File: config.mk
export PLATFORM = sky130hd
export DESIGN_NAME = sr_cmd_sequencer
export DESIGN_NICKNAME = d
export VERILOG_FILES = /design/src/rtl/sr_cmd_sequencer.sv
export SDC_FILE = /design/constraint.sdc
export NUM_CORES = 1
export LEC_CHECK = 0
export CORE_AREA = 2 2 39 41
export CTS_BUF_LIST = sky130_fd_sc_hd__clkbuf_8
export CTS_CLUSTER_SIZE = 30
export DETAILED_ROUTE_END_ITERATION = 16
export DIE_AREA = 0 0 41 43
export PLACE_DENSITY_LB_ADDON = 0.3
export SYNTH_ARGS = -nofsm -noshare
export SYNTH_HDL_FRONTEND = slang
export SYNTH_SLANG_ARGS = --single-unit
File: constraint.sdc
create_clock -name clk -period 1.6 [get_ports clk]
set_input_delay 0.32 -clock clk [delete_from_list [all_inputs] [get_ports clk]]
set_output_delay 0.32 -clock clk [all_outputs]
set_load 0.02 [all_outputs]
File: src/rtl/sr_cmd_sequencer.sv
// sr_cmd_sequencer
//   Front end for an sr_flipflop. Accepts set/reset commands over a valid/ready
//   handshake and turns each one into a registered s or r pulse of HOLD_CYCLES,
//   followed by GUARD_CYCLES of s=r=0. Commands the flip-flop already satisfies
//   (judged from q_fb at accept time) complete immediately without a pulse.
//
//   Ports
//     clk        in   clock, all logic on posedge
//     rst        in   synchronous active-high reset
//     req_valid  in   command valid
//     req_set    in   command requests q=1
//     req_reset  in   command requests q=0
//     req_ready  out  command can be accepted this cycle (IDLE)
//     q_fb       in   q from the downstream flip-flop
//     s          out  registered set drive
//     r          out  registered reset drive
//     busy       out  high in DRIVE or GUARD
//     done       out  one-cycle pulse when a command completes
//     conflict   out  one-cycle pulse when an accepted command had set and reset both high
//
//   state | meaning
//   IDLE  | waiting for a command, req_ready high
//   DRIVE | s or r held high, counter counts down the hold time
//   GUARD | s=r=0, counter counts down the gap before the next accept
module sr_cmd_sequencer #(
    parameter int unsigned HOLD_CYCLES  = 2,
    parameter int unsigned GUARD_CYCLES = 1,
    parameter int unsigned CNT_W        = 4,
    parameter bit          SET_PRIORITY = 1'b1
) (
    input  logic clk,
    input  logic rst,
    input  logic req_valid,
    input  logic req_set,
    input  logic req_reset,
    output logic req_ready,
    input  logic q_fb,
    output logic s,
    output logic r,
    output logic busy,
    output logic done,
    output logic conflict
);

    typedef enum logic [1:0] {
        ST_IDLE  = 2'd0,
        ST_DRIVE = 2'd1,
        ST_GUARD = 2'd2
    } state_e;

    localparam logic [CNT_W-1:0] HOLD_LOAD  = CNT_W'(HOLD_CYCLES - 1);
    localparam logic [CNT_W-1:0] GUARD_LOAD = (GUARD_CYCLES == 0) ? '0 : CNT_W'(GUARD_CYCLES - 1);

    state_e           state_q, state_d;
    logic [CNT_W-1:0] cnt_q, cnt_d;
    logic             s_q, s_d;
    logic             r_q, r_d;
    logic             done_q, done_d;
    logic             conflict_q, conflict_d;

    logic accept;
    logic want_set;
    logic want_rst;
    logic tgt_met;
    logic start;
    logic cnt_zero;

    assign req_ready = (state_q == ST_IDLE);
    assign busy      = (state_q != ST_IDLE);
    assign s         = s_q;
    assign r         = r_q;
    assign done      = done_q;
    assign conflict  = conflict_q;

    assign accept   = req_valid & req_ready;
    // Priority resolution makes want_set and want_rst mutually exclusive,
    // which is what keeps s and r from ever being high together.
    assign want_set = req_set & (~req_reset | SET_PRIORITY);
    assign want_rst = req_reset & (~req_set | ~SET_PRIORITY);
    assign tgt_met  = (want_set & q_fb) | (want_rst & ~q_fb);
    assign start    = accept & (want_set | want_rst) & ~tgt_met;
    assign cnt_zero = (cnt_q == '0);

    // State register and registered outputs
    always_ff @(posedge clk) begin
        if (rst) begin
            state_q    <= ST_IDLE;
            cnt_q      <= '0;
            s_q        <= 1'b0;
            r_q        <= 1'b0;
            done_q     <= 1'b0;
            conflict_q <= 1'b0;
        end else begin
            state_q    <= state_d;
            cnt_q      <= cnt_d;
            s_q        <= s_d;
            r_q        <= r_d;
            done_q     <= done_d;
            conflict_q <= conflict_d;
        end
    end

    // Next state and counter
    always_comb begin
        state_d = state_q;
        cnt_d   = cnt_q;
        case (state_q)
            ST_IDLE: begin
                if (start) begin
                    state_d = ST_DRIVE;
                    cnt_d   = HOLD_LOAD;
                end
            end
            ST_DRIVE: begin
                if (cnt_zero) begin
                    if (GUARD_CYCLES == 0) begin
                        state_d = ST_IDLE;
                    end else begin
                        state_d = ST_GUARD;
                        cnt_d   = GUARD_LOAD;
                    end
                end else begin
                    cnt_d = cnt_q - CNT_W'(1);
                end
            end
            ST_GUARD: begin
                if (cnt_zero) begin
                    state_d = ST_IDLE;
                end else begin
                    cnt_d = cnt_q - CNT_W'(1);
                end
            end
            default: begin
                state_d = ST_IDLE;
                cnt_d   = '0;
            end
        endcase
    end

    // Next values of the registered outputs
    always_comb begin
        s_d        = s_q;
        r_d        = r_q;
        conflict_d = accept & req_set & req_reset;
        // Completion: either an already-satisfied command, or the first IDLE
        // cycle after a pulse sequence.
        done_d     = (accept & tgt_met) | ((state_q != ST_IDLE) & (state_d == ST_IDLE));
        case (state_q)
            ST_IDLE: begin
                if (start) begin
                    s_d = want_set;
                    r_d = want_rst;
                end
            end
            ST_DRIVE: begin
                if (cnt_zero) begin
                    s_d = 1'b0;
                    r_d = 1'b0;
                end
            end
            default: begin
                s_d = 1'b0;
                r_d = 1'b0;
            end
        endcase
    end

endmodule

==> tab_implementation.tex, run 1 <==
\begin{tabular}{lr}
\hline
Metric & Value \\
\hline
\multicolumn{2}{l}{\textbf{Yosys}} \\
Number of synthesized register bits & 10 \\
Share of synthesized area occupied by flip-flops and latches & 0.319 \\
Mean instance size in the synthesized netlist & 9.08 sq um \\
Post-synth EDFFs & 0 \\
Main synth FF type & sky130\_fd\_sc\_hd\_\_dfxtp\_1 \\
Synth cell count leaders & 10 x sky130\_fd\_sc\_hd\_\_dfxtp\_1, 6 x sky130\_fd\_sc\_hd\_\_inv\_1, 5 x sky130\_fd\_sc\_hd\_\_nand2\_1, 5 x sky130\_fd\_sc\_hd\_\_o21ai\_1, 4 x sky130\_fd\_sc\_hd\_\_a21oi\_1 \\
Portion of synthesized cell area occupied by the leading cell type & 0.319 \\
Share of flip-flops with an asynchronous set or reset & 0 \\
Netlist area before placement & 627 sq um \\
Cell count after synthesis & 69 \\
Syn Nets & 76 \\
Cells taking the most area after synthesis & sky130\_fd\_sc\_hd\_\_dfxtp\_1 32\%, sky130\_fd\_sc\_hd\_\_nand2b\_4 4.4\%, sky130\_fd\_sc\_hd\_\_o21ai\_1 4.0\%, sky130\_fd\_sc\_hd\_\_buf\_6 3.6\%, sky130\_fd\_sc\_hd\_\_inv\_1 3.6\% \\
Most common cell in the synthesized netlist & sky130\_fd\_sc\_hd\_\_dfxtp\_1 \\
Warnings, synthesis & 0 \\
Leading area contributor after synthesis & sky130\_fd\_sc\_hd\_\_dfxtp\_1 \\
Synth cell types & 34 \\
\multicolumn{2}{l}{\textbf{Route}} \\
Wire per inst & 12.0 microns \\
Total Wirelength & 1260 microns \\
M1 WL & 610 microns \\
Post-DR vias/cell & 5.14 \\
Met2 WL & 596 microns \\
Remaining design rule violation count & 0 \\
Initial detailed-routing violation count & 14 \\
Pre-antenna DRT Iters & 4 \\
Number of antenna-violating nets in the routed design & 0 \\
Routed length on met3 & a little over 40 microns \\
Top Metal Used & met4 \\
Vias after detailed routing & 540 \\
\multicolumn{2}{l}{\textbf{Pwr}} \\
Areal power density over the cells & 803 mW/mm\^{}2 \\
Total power draw & between 0.6 and 0.7 mW \\
Internal Dissipation & 0.505 mW \\
Combinational Power Share & 0.229 \\
Net switching power figure & about 0.17 mW \\
Switching share of power & 0.255 \\
Clock network fraction of total power & 0.380 \\
VDD IR max & 0.553 mV \\
Fraction of power consumed by sequential logic & 0.391 \\
Reported leakage power & 0.335 nW \\
\multicolumn{2}{l}{\textbf{Finish}} \\
Cell Count, Final, Fillers Out & 105 \\
Synthesis-to-layout area growth & 34.7\% \\
Diode insertion count for antenna repair & 0 \\
Post-layout nets & 98 \\
Share of final-layout standard cells stronger than drive strength 1 & 0.258 \\
Layout Cell Area excl Fill & 845 sq um \\
\multicolumn{2}{l}{\textbf{Setup path}} \\
R2R Setup Slk & 0.12 ns \\
Crit-path max FO & 1 \\
Worst setup path class & reg2out \\
WP buf/inv & 1 \\
Cell class contributing the biggest share of worst-path delay & buffers and inverters \\
Beginning of the worst register-to-register path & cnt\_q[0] \\
CP Data Arrival Time & 1.16 ns \\
Number of cell instances on the worst register-to-register path & 6 \\
Max incr delay on CP & slightly above 0.6 ns \\
Crit-path slowest cell & sky130\_fd\_sc\_hd\_\_clkdlybuf4s50\_1 \\
RR Endpoint & cnt\_q[0] \\
Cell breakdown of the critical path & clkdlybuf4s50\_1 \\
Sort of element at the start of the critical path & register \\
Data required time at the worst endpoint & 1.28 ns \\
Crit. End Element & output port \\
\multicolumn{2}{l}{\textbf{Global routing}} \\
Antenna violations before repair & 0 \\
Largest net degree at the start of global routing & 11 \\
Global route overflow & 0 \\
Via count of the first global-routing pass & 481 \\
GRT Total Usage & 0.176 \\
Wire length of the first global-routing pass & 2030 microns \\
\multicolumn{2}{l}{\textbf{Placed design}} \\
Dpl hpwl & 962 microns \\
Cell count after placement & 102 \\
IO buf count & 11 \\
Placement Cell Area & 798 sq um \\
RePlAce Congestion & between 0.7 and 0.8 \\
\multicolumn{2}{l}{\textbf{Clock tree}} \\
Clock Path Buffers & 2 \\
Buffer type at the clock tree root & sky130\_fd\_sc\_hd\_\_clkbuf\_8 \\
Clock net sink count & 10 \\
Clock tree from TritonCTS & done \\
Post-cts hold buffer count & 0 \\
Post-CTS clock slew at the launch and capture registers of the worst setup and hold paths & about 0.05 ns \\
Inserted Clock Buffers & 3 \\
Total number of H-tree levels & 1 \\
Worst-skew pair later-pin latency & 0.23 ns \\
\multicolumn{2}{l}{\textbf{Timing}} \\
Worst clock skew on the final layout & around 0.0050 ns \\
Worst Tran Pin Value & 0.386 ns \\
Final Hold Fails & 0 \\
Max-slew headroom & 0.742 \\
Max Transition Viols Final & 0 \\
Setup-violating endpoint count in the final report & 0 \\
Fmax achieved & 0.674 GHz \\
Hold slack final & 0.472 ns \\
Share of the clock period used by the worst path after layout & 0.927 \\
Final critical delay including setup and external delays & 1.48 ns \\
\multicolumn{2}{l}{\textbf{Die}} \\
Die height & about 43 microns \\
Horizontal extent of the die & 41 microns \\
Number of rows created at floorplan & 14 \\
Starting Density & 0.453 \\
Area of the core & 0.00138 sq mm \\
Floorplan die area & 0.00176 sq mm \\
Top-level port count & 12 \\
\multicolumn{2}{l}{\textbf{Worst hold path}} \\
Min-delay worst type & reg2reg \\
Capture endpoint of the worst hold path & cnt\_q[1] \\
Worst Hold Depth & 2 \\
Hold Startpoint & cnt\_q[1] \\
\multicolumn{2}{l}{\textbf{Job}} \\
Number of max-cap violations & 0 \\
\multicolumn{2}{l}{\textbf{Run status}} \\
Outcome & finished, final reports clean \\
\hline
\end{tabular}
-- cells in the final DEF, fill, tap and decap left out --
cell	instances
sky130_fd_sc_hd__a21boi_1	1
sky130_fd_sc_hd__a21oi_1	4
sky130_fd_sc_hd__a21oi_2	1
sky130_fd_sc_hd__a22oi_1	2
sky130_fd_sc_hd__a31oi_1	2
sky130_fd_sc_hd__and3b_1	1
sky130_fd_sc_hd__and4b_1	1
sky130_fd_sc_hd__buf_4	9
sky130_fd_sc_hd__clkbuf_8	3
sky130_fd_sc_hd__clkdlybuf4s50_1	9
sky130_fd_sc_hd__dfxtp_1	10
sky130_fd_sc_hd__dlygate4sd2_1	2
sky130_fd_sc_hd__ha_1	1
sky130_fd_sc_hd__inv_1	6
sky130_fd_sc_hd__inv_2	1
sky130_fd_sc_hd__mux2i_1	2
sky130_fd_sc_hd__nand2_1	5
sky130_fd_sc_hd__nand2b_1	2
sky130_fd_sc_hd__nand2b_4	3
sky130_fd_sc_hd__nand3_1	1
sky130_fd_sc_hd__nand3b_1	1
sky130_fd_sc_hd__nand4_1	1
sky130_fd_sc_hd__nor2_1	2
sky130_fd_sc_hd__nor2_4	1
sky130_fd_sc_hd__nor2b_1	1
sky130_fd_sc_hd__nor3b_2	1
sky130_fd_sc_hd__nor3b_4	1
sky130_fd_sc_hd__o21a_1	1
sky130_fd_sc_hd__o21ai_0	1
sky130_fd_sc_hd__o21ai_1	5
sky130_fd_sc_hd__o22ai_2	1
sky130_fd_sc_hd__o31ai_4	1
sky130_fd_sc_hd__or2_1	1
sky130_fd_sc_hd__or3_1	2
sky130_fd_sc_hd__or3_4	1
sky130_fd_sc_hd__or3b_1	2
-- worst max path at each step --
| stage | start | end | slack (ns) | depth (start not counted) |
|---|---|---|---|---|
| 2_1_floorplan | cnt_q[0] | cnt_q[0] | 0.16 | 6 |
| 3_3_place_gp | req_set | cnt_q[1] | -0.07 | 5 |
| 3_5_place_dp | req_set | cnt_q[1] | -0.10 | 5 |
| 4_1_cts | cnt_q[0] | cnt_q[0] | 0.07 | 6 |
| 5_1_grt | cnt_q[0] | cnt_q[3] | -0.02 | 6 |
| 6_report | done | done | 0.12 | 1 |
-- layer usage --
| layer | vias to the layer above | GRT usage |
|---|---|---|
| li1 | 284 | - |
| met1 | 242 | 0.235 |
| met2 | 12 | 0.234 |
| met3 | 2 | 0.0471 |
| met4 | 0 | 0.120 |
| met5 | - | 0 |
-- stage by stage --
stage,setup WS (ns),TNS (ns),utilization
2_1_floorplan,0.160,0,-
3_3_place_gp,-0.0673,-0.189,0.577
3_5_place_dp,-0.104,-0.377,0.577
4_1_cts,0.0695,0,0.605
5_1_grt,-0.0166,-0.0264,0.610
6_report,0.117,0,0.610
-- state kept, by name (all words and copies together), names as in the netlist --
name / count
cnt_q: 4
state_q: 2
conflict: 1
done: 1
r: 1
s: 1
-- kinds of logic after synthesis --
family | share of synthesized area
multiplexers | 0.0319
AO/OA/AOI/OAI | 0.216
adder cells (fa/ha/maj) | 0.0200
buffers and inverters | 0.0838
flip-flops | 0.319
AND/OR/NAND/NOR | 0.329
-- power groups by stage --
stage	clock network, mW	logic [mW]	registers [mW]
6_report	0.258	0.155	0.265
3_5_place_dp	0	0.155	0.270
4_1_cts	0.266	0.153	0.266
5_1_grt	0.278	0.169	0.266
3_3_place_gp	0	0.153	0.270
2_1_floorplan	0	0.0910	0.274
-- cell type report --
class / count / area [sq um]
multi-input cells: 49 / 382
inverters: 7 / 26.3
flip-flops and latches: 10 / 200
well taps: 16 / 20.0
repair buffers: 20 / 175
fillers: 121 / 539
clock buffers: 3 / 41.3
-- repair_timing --
item | in CTS | in global routing
gates resized for setup | 2 | 1
endpoints found under the setup margin | 2 | 1
setup buffers | 0 | 0
No activity file was read; power rests on OpenSTA's default activity.
==> run 2, diff against run 1 <==
- ABC_AREA: not set -> 1
==> run 2 against run 1 <==
Against the previous run: non-clock buffer count is 5 lower; sequential power up 51%; via count increased by 14%; setup slack got worse by 0.052 ns; die area unchanged; cell area fell by 6.7%; first-iteration DRC count is 14% lower; largest power group is now combinational logic.
==> tab_implementation.tex, run 2 <==
\begin{tabular}{lr}
\hline
Metric & Value \\
\hline
\multicolumn{2}{l}{\textbf{Route}} \\
Post-DR vias/cell & 4.88 \\
Remaining design rule violation count & 0 \\
Total Wirelength & 1230 microns \\
Initial detailed-routing violation count & 12 \\
Number of antenna-violating nets in the routed design & 0 \\
Wire per inst & 9.74 microns \\
Vias after detailed routing & 615 \\
Pre-antenna DRT Iters & 4 \\
\multicolumn{2}{l}{\textbf{Setup path}} \\
RR Endpoint & r \\
Data required time at the worst endpoint & 1.28 ns \\
Crit-path max FO & 6 \\
Number of cell instances on the worst register-to-register path & 7 \\
Beginning of the worst register-to-register path & cnt\_q[0] \\
Worst setup path class & reg2out \\
CP Data Arrival Time & 1.22 ns \\
R2R Setup Slk & 0.19 ns \\
Sort of element at the start of the critical path & register \\
Crit. End Element & output port \\
\multicolumn{2}{l}{\textbf{Timing}} \\
Total Neg Setup Slack & 0 ns \\
Final Hold Fails & 0 \\
Worst Tran Pin Value & $\sim$0.21 ns \\
Max-slew headroom & 0.861 \\
Max Transition Viols Final & 0 \\
Worst clock skew on the final layout & 0.00327 ns \\
Fmax achieved & 0.651 GHz \\
Share of the clock period used by the worst path after layout & 0.960 \\
Setup-violating endpoint count in the final report & 0 \\
Final critical delay including setup and external delays & 1.54 ns \\
RSZ-0062 raised after global routing & no \\
\multicolumn{2}{l}{\textbf{Yosys}} \\
Portion of synthesized cell area occupied by the leading cell type & 0.348 \\
Leading area contributor after synthesis & sky130\_fd\_sc\_hd\_\_dfxtp\_1 \\
Main synth FF type & sky130\_fd\_sc\_hd\_\_dfxtp\_1 \\
Synth cell count leaders & 26 x sky130\_fd\_sc\_hd\_\_nand2\_1, 13 x sky130\_fd\_sc\_hd\_\_inv\_1, 13 x sky130\_fd\_sc\_hd\_\_nor2\_1, 12 x sky130\_fd\_sc\_hd\_\_nand3\_1, 10 x sky130\_fd\_sc\_hd\_\_dfxtp\_1 \\
Cell count after synthesis & between 90 and 100 \\
Share of flip-flops with an asynchronous set or reset & 0 \\
Most common cell in the synthesized netlist & sky130\_fd\_sc\_hd\_\_nand2\_1 \\
Number of synthesized register bits & 10 \\
Warnings, synthesis & 0 \\
Post-synth EDFFs & 0 \\
Share of synthesized area occupied by flip-flops and latches & 0.348 \\
Syn Nets & about 100 \\
Netlist area before placement & approximately 580 sq um \\
Cells taking the most area after synthesis & sky130\_fd\_sc\_hd\_\_dfxtp\_1 35\%, sky130\_fd\_sc\_hd\_\_nand2\_1 17\%, sky130\_fd\_sc\_hd\_\_nand3\_1 10\%, sky130\_fd\_sc\_hd\_\_inv\_1 8.5\%, sky130\_fd\_sc\_hd\_\_nor2\_1 8.5\% \\
Mean instance size in the synthesized netlist & 6.32 sq um \\
Synth cell types & 14 \\
\multicolumn{2}{l}{\textbf{Clock tree}} \\
Post-CTS setup buffer count & 0 \\
Post-CTS clock slew at the launch and capture registers of the worst setup and hold paths & 0.05 ns \\
Clock tree from TritonCTS & done \\
Inserted Clock Buffers & 3 \\
Buffer type at the clock tree root & sky130\_fd\_sc\_hd\_\_clkbuf\_8 \\
Worst-skew pair later-pin latency & 0.24 ns \\
Clock Path Buffers & 2 \\
Clock net sink count & 10 \\
Total number of H-tree levels & 1 \\
\multicolumn{2}{l}{\textbf{Placed design}} \\
RePlAce Congestion & 0.831 \\
Cell count after placement & around 120 \\
Dpl hpwl & 901 microns \\
IO buf count & 11 \\
\multicolumn{2}{l}{\textbf{Pwr}} \\
VDD IR max & 1.27 mV \\
Total power draw & around 1.6 mW \\
Areal power density over the cells & around 2000 mW/mm\^{}2 \\
Reported leakage power & 0.387 nW \\
\multicolumn{2}{l}{\textbf{Finish}} \\
Share of final-layout standard cells stronger than drive strength 1 & 0.136 \\
Reg with most FFs & cnt\_q \\
Cell Count, Final, Fillers Out & 126 \\
Filler Cell Count & 139 \\
Most used cells in the layout excluding fill and tap cells & 26 x sky130\_fd\_sc\_hd\_\_nand2\_1, 13 x sky130\_fd\_sc\_hd\_\_inv\_1, 13 x sky130\_fd\_sc\_hd\_\_nor2\_1 \\
Largest registers in the final layout & cnt\_q x4, state\_q x2 \\
Number of flip-flops in the largest register & 4 \\
Most frequent standard cell in the layout excluding fill and tap cells & sky130\_fd\_sc\_hd\_\_nand2\_1 \\
Synthesis-to-layout area growth & 37.0\% \\
Post-layout nets & 118 \\
Diode insertion count for antenna repair & 0 \\
\multicolumn{2}{l}{\textbf{Global routing}} \\
Wire length of the first global-routing pass & 2090 microns \\
Via count of the first global-routing pass & 521 \\
Antenna violations before repair & 0 \\
GRT Total Usage & 0.175 \\
Largest net degree at the start of global routing & 11 \\
Global route overflow & 0 \\
\multicolumn{2}{l}{\textbf{Die}} \\
Die height & approximately 43 microns \\
Starting Density & 0.416 \\
Horizontal extent of the die & 41 microns \\
Floorplan die area & 0.00176 sq mm \\
Area of the core & 0.00138 sq mm \\
Number of rows created at floorplan & 14 \\
Top-level port count & 12 \\
\multicolumn{2}{l}{\textbf{Worst hold path}} \\
Hold Startpoint & r \\
Worst Hold Depth & 2 \\
Min-delay worst type & reg2reg \\
Capture endpoint of the worst hold path & r \\
\multicolumn{2}{l}{\textbf{Run status}} \\
Outcome & finished, final reports clean \\
\multicolumn{2}{l}{\textbf{Job}} \\
Number of max-cap violations & 0 \\
\hline
\end{tabular}
run 2: worst max path at each step:
stage               start        to  slack [ns]  cells past startpoint
2_1_floorplan    cnt_q[0]  cnt_q[1]        0.29                      9
3_3_place_gp      req_set  cnt_q[3]      -0.001                     11
3_5_place_dp      req_set  cnt_q[3]      -0.009                     11
4_1_cts        state_q[0]      busy        0.06                      3
5_1_grt        state_q[0]      busy        0.01                      3
6_report       state_q[0]      busy        0.06                      3
run 2: kinds of logic after synthesis:
kind of cell	synth area share
buffers and inverters	0.0848
AND/OR/NAND/NOR	0.485
flip-flops	0.348
adder cells (fa/ha/maj)	0.0217
AO/OA/AOI/OAI	0.0609
run 2: critical path, stage by stage (launching register included):
cell	delay [ns]
sky130_fd_sc_hd__dfxtp_1	0.35
sky130_fd_sc_hd__nor2_4	0.20
sky130_fd_sc_hd__inv_1	0.10
sky130_fd_sc_hd__dlygate4sd2_1	0.33
run 2: power breakdown:
group | total [mW] | internal, mW | switching (mW)
Combinational | 0.903 | 0.349 | 0.554
Clock | 0.320 | 0.217 | 0.104
Sequential | 0.399 | 0.341 | 0.0586
Total | 1.62 | 0.907 | 0.716
run 2: area by class of cell:
| class | instances | area (sq um) | area share |
|---|---|---|---|
| Inverter | 13 | 48.8 | 0.0619 |
| Tap cell | 16 | 20.0 | 0.0254 |
| Sequential cell | 10 | 200 | 0.254 |
| Timing Repair Buffer | 15 | 138 | 0.175 |
| Multi-Input combinational cell | 68 | 327 | 0.414 |
| Clock buffer | 4 | 55.1 | 0.0698 |
run 2: per-layer routing:
metal / routed length (microns) / vias up / global-route usage
met2: 555 / 15 / 0.234
li1: - / 327 / -
met4: 9 / 0 / 0.0800
met1: 586 / 271 / 0.243
met3: 76 / 2 / 0.0628
met5: 0 / - / 0
run 2: metrics by stage:
step / hold slack, ns / setup WS, ns / util / area, sq um
floorplan: 0.389 / 0.289 / - / 576
global placement: 0.471 / -0.00101 / 0.532 / 736
detailed placement: 0.475 / -0.00925 / 0.532 / 736
CTS: 0.491 / 0.0580 / 0.570 / 788
global route: 0.507 / 0.0149 / 0.570 / 788
finish: 0.495 / 0.0643 / 0.570 / 788
run 2: what timing repair did:
| action | 4_1_cts | 5_1_grt |
|---|---|---|
| endpoints found under the setup margin | 2 | 0 |
| hold buffers | 0 | 0 |
| resized for setup | 2 | 0 |
==> run 3, diff against run 2 <==
- CAP_MARGIN: not set -> 10
- SETUP_SLACK_MARGIN: not set -> 0.1
==> run 3 against run 2 <==
Against the previous run: wire length grew 3.1%; global-route usage did not move; total power increased by 4.5%; fmax rose by 4.1%; combinational power rose by 8.7%; cell count grew 2.4%; critical path depth shrank 2; sequential share of layout area fell by 1.0 points; critical path type unchanged; largest power group unchanged; highest routed layer unchanged.
==> tab_implementation.tex, run 3 (same netlist as run 2, synthesis figures left out) <==
\begin{tabular}{lr}
\hline
Metric & Value \\
\hline
\multicolumn{2}{l}{\textbf{Run status}} \\
Outcome & finished, final reports clean \\
\multicolumn{2}{l}{\textbf{Clock tree}} \\
Clock net sink count & 10 \\
Total number of H-tree levels & 1 \\
Worst-skew pair later-pin latency & $\sim$0.23 ns \\
Clock tree from TritonCTS & done \\
Buffer type at the clock tree root & sky130\_fd\_sc\_hd\_\_clkbuf\_8 \\
Inserted Clock Buffers & 3 \\
Post-CTS clock slew at the launch and capture registers of the worst setup and hold paths & 0.05 ns \\
Clock Path Buffers & 2 \\
\multicolumn{2}{l}{\textbf{Setup path}} \\
CP Data Arrival Time & 1.16 ns \\
Number of cell instances on the worst register-to-register path & 7 \\
Startpoint of the worst setup timing path & s \\
Cell breakdown of the critical path & clkdlybuf4s50\_1 \\
Last element of the critical path & s \\
Crit-path slowest cell & sky130\_fd\_sc\_hd\_\_clkdlybuf4s50\_1 \\
Sort of element at the start of the critical path & register \\
Beginning of the worst register-to-register path & cnt\_q[0] \\
Critical Path Stages & 1 \\
Worst setup path class & reg2out \\
WP buf/inv & 1 \\
RR Endpoint & done \\
Crit. End Element & output port \\
Max incr delay on CP & 0.60 ns \\
R2R Setup Slk & 0.27 ns \\
Crit-path max FO & 2 \\
Cell class contributing the biggest share of worst-path delay & buffers and inverters \\
Data required time at the worst endpoint & 1.28 ns \\
\multicolumn{2}{l}{\textbf{Finish}} \\
Post-layout nets & 121 \\
Layout Cell Area excl Fill & 822 sq um \\
Share of final-layout standard cells stronger than drive strength 1 & 0.177 \\
Fraction of the core area covered by cells at the end of the flow & 0.594 \\
Most used cells in the layout excluding fill and tap cells & 26 x sky130\_fd\_sc\_hd\_\_nand2\_1, 13 x sky130\_fd\_sc\_hd\_\_inv\_1, 13 x sky130\_fd\_sc\_hd\_\_nor2\_1 \\
Reg with most FFs & cnt\_q \\
Cell Count, Final, Fillers Out & around 130 \\
Diode insertion count for antenna repair & 0 \\
Synthesis-to-layout area growth & 42.8\% \\
Number of flip-flops in the largest register & 4 \\
Largest registers in the final layout & cnt\_q x4, state\_q x2 \\
Most frequent standard cell in the layout excluding fill and tap cells & sky130\_fd\_sc\_hd\_\_nand2\_1 \\
\multicolumn{2}{l}{\textbf{Pwr}} \\
Areal power density over the cells & 2060 mW/mm\^{}2 \\
Reported leakage power & $\sim$0.43 nW \\
VDD IR max & 1.22 mV \\
Total power draw & roughly 1.7 mW \\
\multicolumn{2}{l}{\textbf{Timing}} \\
Worst clock skew on the final layout & 0.00241 ns \\
Total Neg Setup Slack & 0 ns \\
Final critical delay including setup and external delays & 1.48 ns \\
Fmax achieved & 0.678 GHz \\
Max Transition Viols Final & 0 \\
Share of the clock period used by the worst path after layout & 0.922 \\
Setup-violating endpoint count in the final report & 0 \\
Max-slew headroom & 0.853 \\
Final Hold Fails & 0 \\
RSZ-0062 raised after global routing & yes \\
Worst Tran Pin Value & 0.220 ns \\
\multicolumn{2}{l}{\textbf{Global routing}} \\
Antenna violations before repair & 0 \\
GRT Total Usage & 0.175 \\
Wire length of the first global-routing pass & roughly 2100 microns \\
Global route overflow & 0 \\
Via count of the first global-routing pass & 521 \\
Largest net degree at the start of global routing & 11 \\
\multicolumn{2}{l}{\textbf{Die}} \\
Top-level port count & 12 \\
Floorplan die area & approximately 0.0018 sq mm \\
Die height & 43 microns \\
Area of the core & 0.00138 sq mm \\
Number of rows created at floorplan & 14 \\
Horizontal extent of the die & 41 microns \\
Starting Density & 0.416 \\
\multicolumn{2}{l}{\textbf{Route}} \\
Vias after detailed routing & $\sim$630 \\
Number of antenna-violating nets in the routed design & 0 \\
Wire per inst & just under 10 microns \\
Total Wirelength & 1270 microns \\
Pre-antenna DRT Iters & 4 \\
Initial detailed-routing violation count & 14 \\
Post-DR vias/cell & 4.85 \\
Remaining design rule violation count & 0 \\
\multicolumn{2}{l}{\textbf{Placed design}} \\
Dpl hpwl & 901 microns \\
Cell count after placement & 122 \\
RePlAce Congestion & slightly above 0.8 \\
IO buf count & 11 \\
Placement Cell Area & 736 sq um \\
\multicolumn{2}{l}{\textbf{Job}} \\
Number of max-cap violations & 0 \\
\multicolumn{2}{l}{\textbf{Worst hold path}} \\
Min-delay worst type & in2reg \\
\hline
\end{tabular}
run 3: timing repair:
| action | CTS | global route |
|---|---|---|
| pin swaps | 0 | 2 |
| resized for setup | 2 | 5 |
| setup buffers | 0 | 2 |
| cloned | 0 | 1 |
| setup endpoints to repair | 2 | 9 |
| hold buffers | 0 | 0 |
run 3: how the worst min path moves through the flow:
stage	startpoint	end	slack [ns]	cells after the start
CTS	s	s	0.49	2
global route	req_set	conflict	0.42	3
global placement	r	r	0.47	2
detailed placement	s	s	0.48	2
floorplan	rst	cnt_q[2]	0.39	1
finish	req_set	conflict	0.40	3
run 3: per-stage QoR:
step	hold slack [ns]	setup slack [ns]
floorplan	0.389	0.289
global placement	0.471	-0.00101
detailed placement	0.475	-0.00925
CTS	0.491	0.0580
global route	0.418	0.0805
finish	0.400	0.125
run 3: final cells by class:
class                      instances  area (sq um)
inverter                          13          48.8
sequential                        10           200
clock buffer                       4          55.1
tap                               16          20.0
multi-input combinational         69           340
timing repair buffer              17           158
fill                             137           562
run 3: routing by layer:
| layer | GRT usage | share of wire | up-vias |
|---|---|---|---|
| met5 | 0 | 0 | - |
| met4 | 0.0800 | 0.0079 | 0 |
| met3 | 0.0628 | 0.051 | 2 |
| met2 | 0.234 | 0.46 | 12 |
| met1 | 0.243 | 0.48 | 279 |
| li1 | - | - | 333 |
run 3: power breakdown:
group	leakage (nW)	switching, mW	total, mW	internal (mW)
Sequential	0.0822	0.0572	0.398	0.341
Combinational	0.318	0.581	0.982	0.401
Clock	0.0288	0.100	0.317	0.216
run 3: tightest hold or removal path, delay by kind of cell:
family	cells	cell delay, ns
AND/OR/NAND/NOR	2	0.13
buffers and inverters	1	0.14
